### config.mk
export PLATFORM = sky130hd
export DESIGN_NAME = argmax_classifier
export DESIGN_NICKNAME = d
export VERILOG_FILES = /design/src/rtl/argmax_classifier.sv
export SDC_FILE = /design/constraint.sdc
export NUM_CORES = 1
export LEC_CHECK = 0
export ABC_AREA = 1
export BUFFER_PORTS_ARGS = -buffer_cell sky130_fd_sc_hd__buf_2
export CAP_MARGIN = 20
export CORE_ASPECT_RATIO = 1.25
export CORE_MARGIN = 8
export CORE_UTILIZATION = 57
export CTS_CLUSTER_DIAMETER = 30
export DETAILED_ROUTE_END_ITERATION = 8
export PLACE_DENSITY = 0.8
export SLEW_MARGIN = 20
export SYNTH_ARGS = -nofsm -noshare
export SYNTH_HDL_FRONTEND = slang
export SYNTH_SLANG_ARGS = --single-unit
### constraint.sdc
create_clock -name clk -period 2.4 [get_ports clk]
set_input_delay 0.48 -clock clk [delete_from_list [all_inputs] [get_ports clk]]
set_output_delay 0.48 -clock clk [all_outputs]
set_load 0.05 [all_outputs]
### src/rtl/argmax_classifier.sv
// argmax_classifier: consumes a stream of N_CLASSES signed scores in class
// order and reports the index and value of the largest one. Ties keep the
// lower index. All outputs come straight from registers.
module argmax_classifier #(
   parameter int N_CLASSES = 10,
   parameter int SCORE_W   = 16
) (
   input  logic                      clk,
   input  logic                      reset,
   input  logic                      start,
   input  logic                      score_valid,
   input  logic signed [SCORE_W-1:0] score_in,
   output logic                      score_ready,
   output logic                      busy,
   output logic                      result_valid,
   output logic [3:0]                digit,
   output logic signed [SCORE_W-1:0] max_score
);

   localparam int CNT_W = $clog2(N_CLASSES + 1);
   localparam int IDX_W = 4;

   typedef enum logic [1:0] {
      IDLE    = 2'd0,
      COLLECT = 2'd1,
      DONE    = 2'd2
   } state_t;

   state_t                    state_q;
   logic [CNT_W-1:0]          count_q;
   logic signed [SCORE_W-1:0] best_score_q;
   logic signed [SCORE_W-1:0] best_score_d;
   logic [IDX_W-1:0]          best_idx_q;
   logic [IDX_W-1:0]          best_idx_d;
   logic                      score_ready_q;
   logic                      busy_q;
   logic                      result_valid_q;
   logic [IDX_W-1:0]          digit_q;
   logic signed [SCORE_W-1:0] max_score_q;

   logic                      xfer;
   logic                      last_xfer;

   // Strict signed greater-than: an equal later score never displaces the
   // incumbent, which is what gives ties to the lower class index. Both
   // operands are signed, so the most-negative value orders correctly.
   function automatic logic beats(input logic signed [SCORE_W-1:0] cand,
                                  input logic signed [SCORE_W-1:0] incumbent);
      return cand > incumbent;
   endfunction

   // score_ready_q is high exactly while in COLLECT, so this is the handshake.
   assign xfer      = score_valid & score_ready_q;
   assign last_xfer = (count_q == CNT_W'(N_CLASSES - 1));

   // Running-best update for the current transfer; class 0 always seeds it.
   always_comb begin
      best_score_d = best_score_q;
      best_idx_d   = best_idx_q;
      if (xfer && ((count_q == '0) || beats(score_in, best_score_q))) begin
         best_score_d = score_in;
         best_idx_d   = IDX_W'(count_q);
      end
   end

   // Control FSM together with the registered outputs and running-best state.
   always_ff @(posedge clk) begin
      if (reset) begin
         state_q        <= IDLE;
         count_q        <= '0;
         best_score_q   <= '0;
         best_idx_q     <= '0;
         score_ready_q  <= 1'b0;
         busy_q         <= 1'b0;
         result_valid_q <= 1'b0;
         digit_q        <= '0;
         max_score_q    <= '0;
      end else begin
         case (state_q)
            IDLE: begin
               result_valid_q <= 1'b0;
               if (start) begin
                  state_q       <= COLLECT;
                  count_q       <= '0;
                  score_ready_q <= 1'b1;
                  busy_q        <= 1'b1;
               end
            end
            COLLECT: begin
               // start is deliberately ignored here: no restart mid-stream.
               if (xfer) begin
                  best_score_q <= best_score_d;
                  best_idx_q   <= best_idx_d;
                  count_q      <= count_q + 1'b1;
                  if (last_xfer) begin
                     // Publish the result together with the DONE entry so
                     // result_valid and the data appear on the same cycle.
                     state_q        <= DONE;
                     score_ready_q  <= 1'b0;
                     result_valid_q <= 1'b1;
                     digit_q        <= best_idx_d;
                     max_score_q    <= best_score_d;
                  end
               end
            end
            DONE: begin
               state_q        <= IDLE;
               result_valid_q <= 1'b0;
               busy_q         <= 1'b0;
            end
            default: begin
               state_q        <= IDLE;
               score_ready_q  <= 1'b0;
               busy_q         <= 1'b0;
               result_valid_q <= 1'b0;
            end
         endcase
      end
   end

   assign score_ready  = score_ready_q;
   assign busy         = busy_q;
   assign result_valid = result_valid_q;
   assign digit        = digit_q;
   assign max_score    = max_score_q;

endmodule

**After elaboration in Yosys (flattened, before gate mapping)**

Cells that the tools add are included.

- Bits of input ports: 20
- Word-level logic and storage cells: 47
- Register bits: 49
- Output and inout bits: 23

- $lt $le $gt $ge: 1
- Equal/unequal tests: 6
- Reductions and logical operators: 13
- Muxes and demuxes: 14
- $add $sub $neg: 1
- Bitwise operators: 3

Operators with widths:

| cell | count |
|---|---|
| $gt A16 B16 Y1 | 1 |
| $mux W16 | 1 |
| $mux W4 | 3 |
| $reduce_and A3 Y1 | 3 |
| $pmux W4 S2 | 1 |
| $mux W2 | 3 |
| $ne A2 B2 Y1 const B | 3 |
| $reduce_and A2 Y1 | 3 |
| $add A4 B1 Y4 const B | 1 |
| $eq A4 B4 Y1 const B | 1 |
| $logic_not A4 Y1 | 1 |
| $pmux W2 S2 | 1 |
| $reduce_and A4 Y1 | 1 |
| $mux W1 | 3 |
| $pmux W1 S3 | 1 |
| $eq A2 B1 Y1 const B | 1 |
| $eq A2 B2 Y1 const B | 1 |
| $logic_not A2 Y1 | 1 |
| $not A1 Y1 | 2 |
| $pmux W1 S2 | 1 |
| $reduce_bool A2 Y1 | 1 |
| $reduce_or A2 Y1 | 1 |
| $and A1 B1 Y1 | 1 |
| $logic_and A1 B1 Y1 | 1 |
| $logic_or A1 B1 Y1 | 1 |

**Logic depth before layout (Yosys ltp)**

- Word-level depth: 4
- Depth in mapped cells: 20
- Gate-level depth less buffers: 19

**Worst setup path before layout**

OpenSTA, ideal clock, no wires.

- Path kind: input port to flip-flop
- Start: in score_in[15]
- End: reg best_idx_q[0]
- Stages on the path: 14
- Required time: 2.291 ns
- Slack: 0.445 ns
- Buffers on the path: 1
- Library setup time: 0.109 ns
- Arrival time: 1.846 ns
- Cell sequence: ha_1 -> a21oi_1 -> o21ai_1 -> a21oi_1 -> nand2_1 -> nand2_1 -> nand2_2 -> nand2_2 -> nand2_4 -> buf_12 -> nand2_2 -> nand3_1 -> nand2_1 -> inv_1

- Word-level cells in the longest chain between the ends: 4

RTL lines:

| what | RTL line | source |
|---|---|---|
| from (decl) | 12 | `input logic signed [SCORE_W-1:0] score_in,` |
| $gt A16 B16 Y1 | 49 | `return cand > incumbent;` |
| $logic_or A1 B1 Y1 | 60 | `if (xfer && ((count_q == '0) \|\| beats(score_in, best_score_q))) begin` |
| $logic_and A1 B1 Y1 | 60 |  |
| $mux W4 | 60 |  |
| to (signal assigned) | 93 | `best_idx_q <= best_idx_d;` |
| to (decl) | 33 | `logic [IDX_W-1:0] best_idx_q;` |

Every way passes these cells.
A chain may end at the register's enable or synchronous reset.

**Worst setup path after layout**

- Start: reg best_score_q[15]
- End: reg max_score_q[8], in the netlist max_score[8]

- Word-level cells in the longest chain between the ends: 4

RTL lines:

| what | RTL line | source |
|---|---|---|
| from (decl) | 31 | `logic signed [SCORE_W-1:0] best_score_q;` |
| from (signal assigned) | 92 | `best_score_q <= best_score_d;` |
| $gt A16 B16 Y1 | 49 |  |
| $logic_or A1 B1 Y1 | 60 |  |
| $logic_and A1 B1 Y1 | 60 |  |
| $mux W16 | 60 |  |
| to (signal assigned) | 102 | `max_score_q <= best_score_d;` |
| to (decl) | 39 | `logic signed [SCORE_W-1:0] max_score_q;` |

Every way passes these cells.

==> reports/summary.txt <==
worst path cell trace - inv_1, ha_1, a21oi_1, o21ai_1, a21oi_1, nand2_1, nand2_1, nand2_2, nand2_2, buf_4, nand3_1, nand3_1, nand2_1, inv_1
Mean Syn Cell Area - 6.80 sq um
Nets - 485
Fin. Hold Viols - 0
Die W - 78.2 um
Max Clock Skew - 0.0107 ns
CP bufs+invs - 3
post-synth top area share - 35.6%
NetSw - 0.000460 W
Die Area - 7330 sq um
setup violators final - 0
mapped cell area - 2750 sq um
TritonRoute pass-1 iters - 4
crit share post-route - 89.3%
crit-path most repeated cell - nand2_1
fraction of layout cells with a size suffix above 1 - 17.0%
switch share - 28.5%
Gate Count Post-Synth - 405
Hold Path Depth - 2
Antenna Nets Post-Route - 0
yosys warns - 0
Setup Fix Bufs, Post-CTS - 0
drt total wl - 6310 um
post_cts resized - 0
Synthesized Nets - 444
Via density - 5.10
cell count along the critical path - 14
initial DRC count - 143
worst endpoint data arrival time - 2.40 ns
Clk network pwr share - 30.9%
Pins Over Slew Limit - 0
Req. time, crit path - 2.66 ns
top post-synthesis cells by area - dfxtp_1 (36%), nand3_1 (12%), nand2_1 (12%)
Worst-path clk slew - 0.09 ns
PortBufs - 42
RSZ-0062 raised after global routing - no
first-pass GRT wire length - 10700 um
clock latency on the worst-skew pair - 0.30 ns
startpoint types - flop
Root Driver - clkbuf_8
Placer Congestion - 0.796
largest fanout on the critical path - 20
max incr delay on CP - 0.35 ns
Leak - 1.61 nW
Initial Utilization - 58.7%
min cycle time layout - 2.14 ns
Area Growth Syn to Fin - 12.4%
count leader, synth - nand2_1
vias in the first global route - 2481
Total Routing Usage GR - 17.8%
Post-synth EDFFs - 0
die height - 93.7 um
outcome - finished, final reports clean
H-tree levels - 2
Seq cells post-synth - 49
initial antenna violation count - 0
internal power - 0.00115 W
Worst-Margin Slew - 0.449 ns
HP Class - flop to flop
IR drop worst, VDD - 0.352 mV
Top Family by Delay on Critical Path - simple AND/OR/NAND/NOR gates
pwr/cell area - 521 nW/um^2
Synth cell types - 26
FMAX - 467 MHz
grt ovf - 0
setup_tns - 0 ns
Reg2Reg Depth - 14
logic gate share of total power - 16.5%
Crit Path Class - flop to flop
Max Cap Viol - 0
Inserted Diodes - 0
clk buf depth - 2
vias - 2583
top cells by instance count after synthesis - nand2_1 (87), inv_1 (69), nand3_1 (66)
CTS Buf Count - 5
Core Rows - 28
total clock sinks - 49
drt drc - 0
final core utilization - 65.9%
DR WL/cell - 12.5 um
Ports - 43
core area - 4690 sq um
Flop pwr share - 52.6%
Slew HR - 70.0%
CTS tree - yes
Post-DP HPWL - 4510 um
Crit. End Element - flop
dominant cell type by area after synthesis - dfxtp_1
largest net degree at the start of global routing - 26
Slowest-stage cell, CP - dfxtp_1
Post-CTS Hold Buffers - 0
share of synthesized flip-flops with an asynchronous set or reset - 0%
ys flop type - dfxtp_1
sequential area share after synthesis - 35.6%
[stage by stage]
stage	std cells	power [W]	area (sq um)	setup slack, ns	hold slack (ns)
final	506	0.00161	3100	0.257	0.474
after global routing	506	0.00170	3100	0.0579	0.500
after CTS	506	0.00163	3100	0.272	0.484
after detailed placement	499	0.00113	3010	0.0619	0.465
after global placement	499	0.00112	3010	0.119	0.458
after floorplan	405	0.00106	2750	0.445	0.463
[tightest hold or removal path, stage by stage, from the launching register on]
cell and delay, ns:
dfxtp_1 0.33, nor2_1 0.05, nor2_1 0.07
[kinds of logic after synthesis]
logic type               after synthesis  synth area share, %
flip-flops                            49                 35.6
AND/OR/NAND/NOR                      203                 32.9
buffers and inverters                 89                 13.1
adder cells (fa/ha/maj)               19                 8.63
AO/OA/AOI/OAI                         45                 9.77
[state kept, by name, indices dropped and copies added, names as in the netlist]
register,cells
best_idx_q,4
digit,4
result_valid,1
busy,1
score_ready,1
max_score,16
state_q,2
count_q,4
best_score_q,16
[path summary, 6_finish.rpt]
path | startpoint | end | slack (ns)
max reg2reg | best_score_q[15] | max_score[8] | 0.26
min reg2reg | result_valid | result_valid | 0.47
min | result_valid | result_valid | 0.47
max | best_score_q[15] | max_score[8] | 0.26
[placed cells by master (no fill, tap or decap)]
master      n
a211oi_1    1
a21o_1      1
a21oi_1    25
buf_2      42
buf_4       7
clkbuf_1    1
clkbuf_8    6
clkinv_1    1
dfxtp_1    49
ha_1       19
inv_1      69
inv_2       4
nand2_1    87
nand2_2    12
nand2_4     1
nand3_1    66
nand4_1     1
nor2_1     27
nor2_2      3
nor2_4      1
nor3_1      5
o2111ai_1   1
o21a_1     14
o21ai_0     2
o21ai_1     1
[routing by layer]
metal	wire length, um	GRT usage [%]
met1	2630	18.2
met2	3310	33.4
met3	250	3.74
met4	109	8.67
met5	0	0
[area by class of cell]
| class | instances | area (sq um) |
|---|---|---|
| fillers | 440 | 1600 |
| multi-input cells | 267 | 1410 |
| flip-flops and latches | 49 | 981 |
| inverters | 74 | 278 |
| repair buffers | 49 | 263 |
| clock buffers | 7 | 86.3 |
| well taps | 60 | 75.1 |
[power groups by stage]
| stage | Sequential (W) | Combinational, W | Clock, W |
|---|---|---|---|
| 6_report | 0.000848 | 0.000266 | 0.000499 |
| 5_1_grt | 0.000850 | 0.000298 | 0.000549 |
| 4_1_cts | 0.000847 | 0.000266 | 0.000513 |
| 3_5_place_dp | 0.000866 | 0.000263 | 0 |
| 3_3_place_gp | 0.000865 | 0.000256 | 0 |
| 2_1_floorplan | 0.000876 | 0.000188 | 0 |
Power figures use the tool's default switching activity.
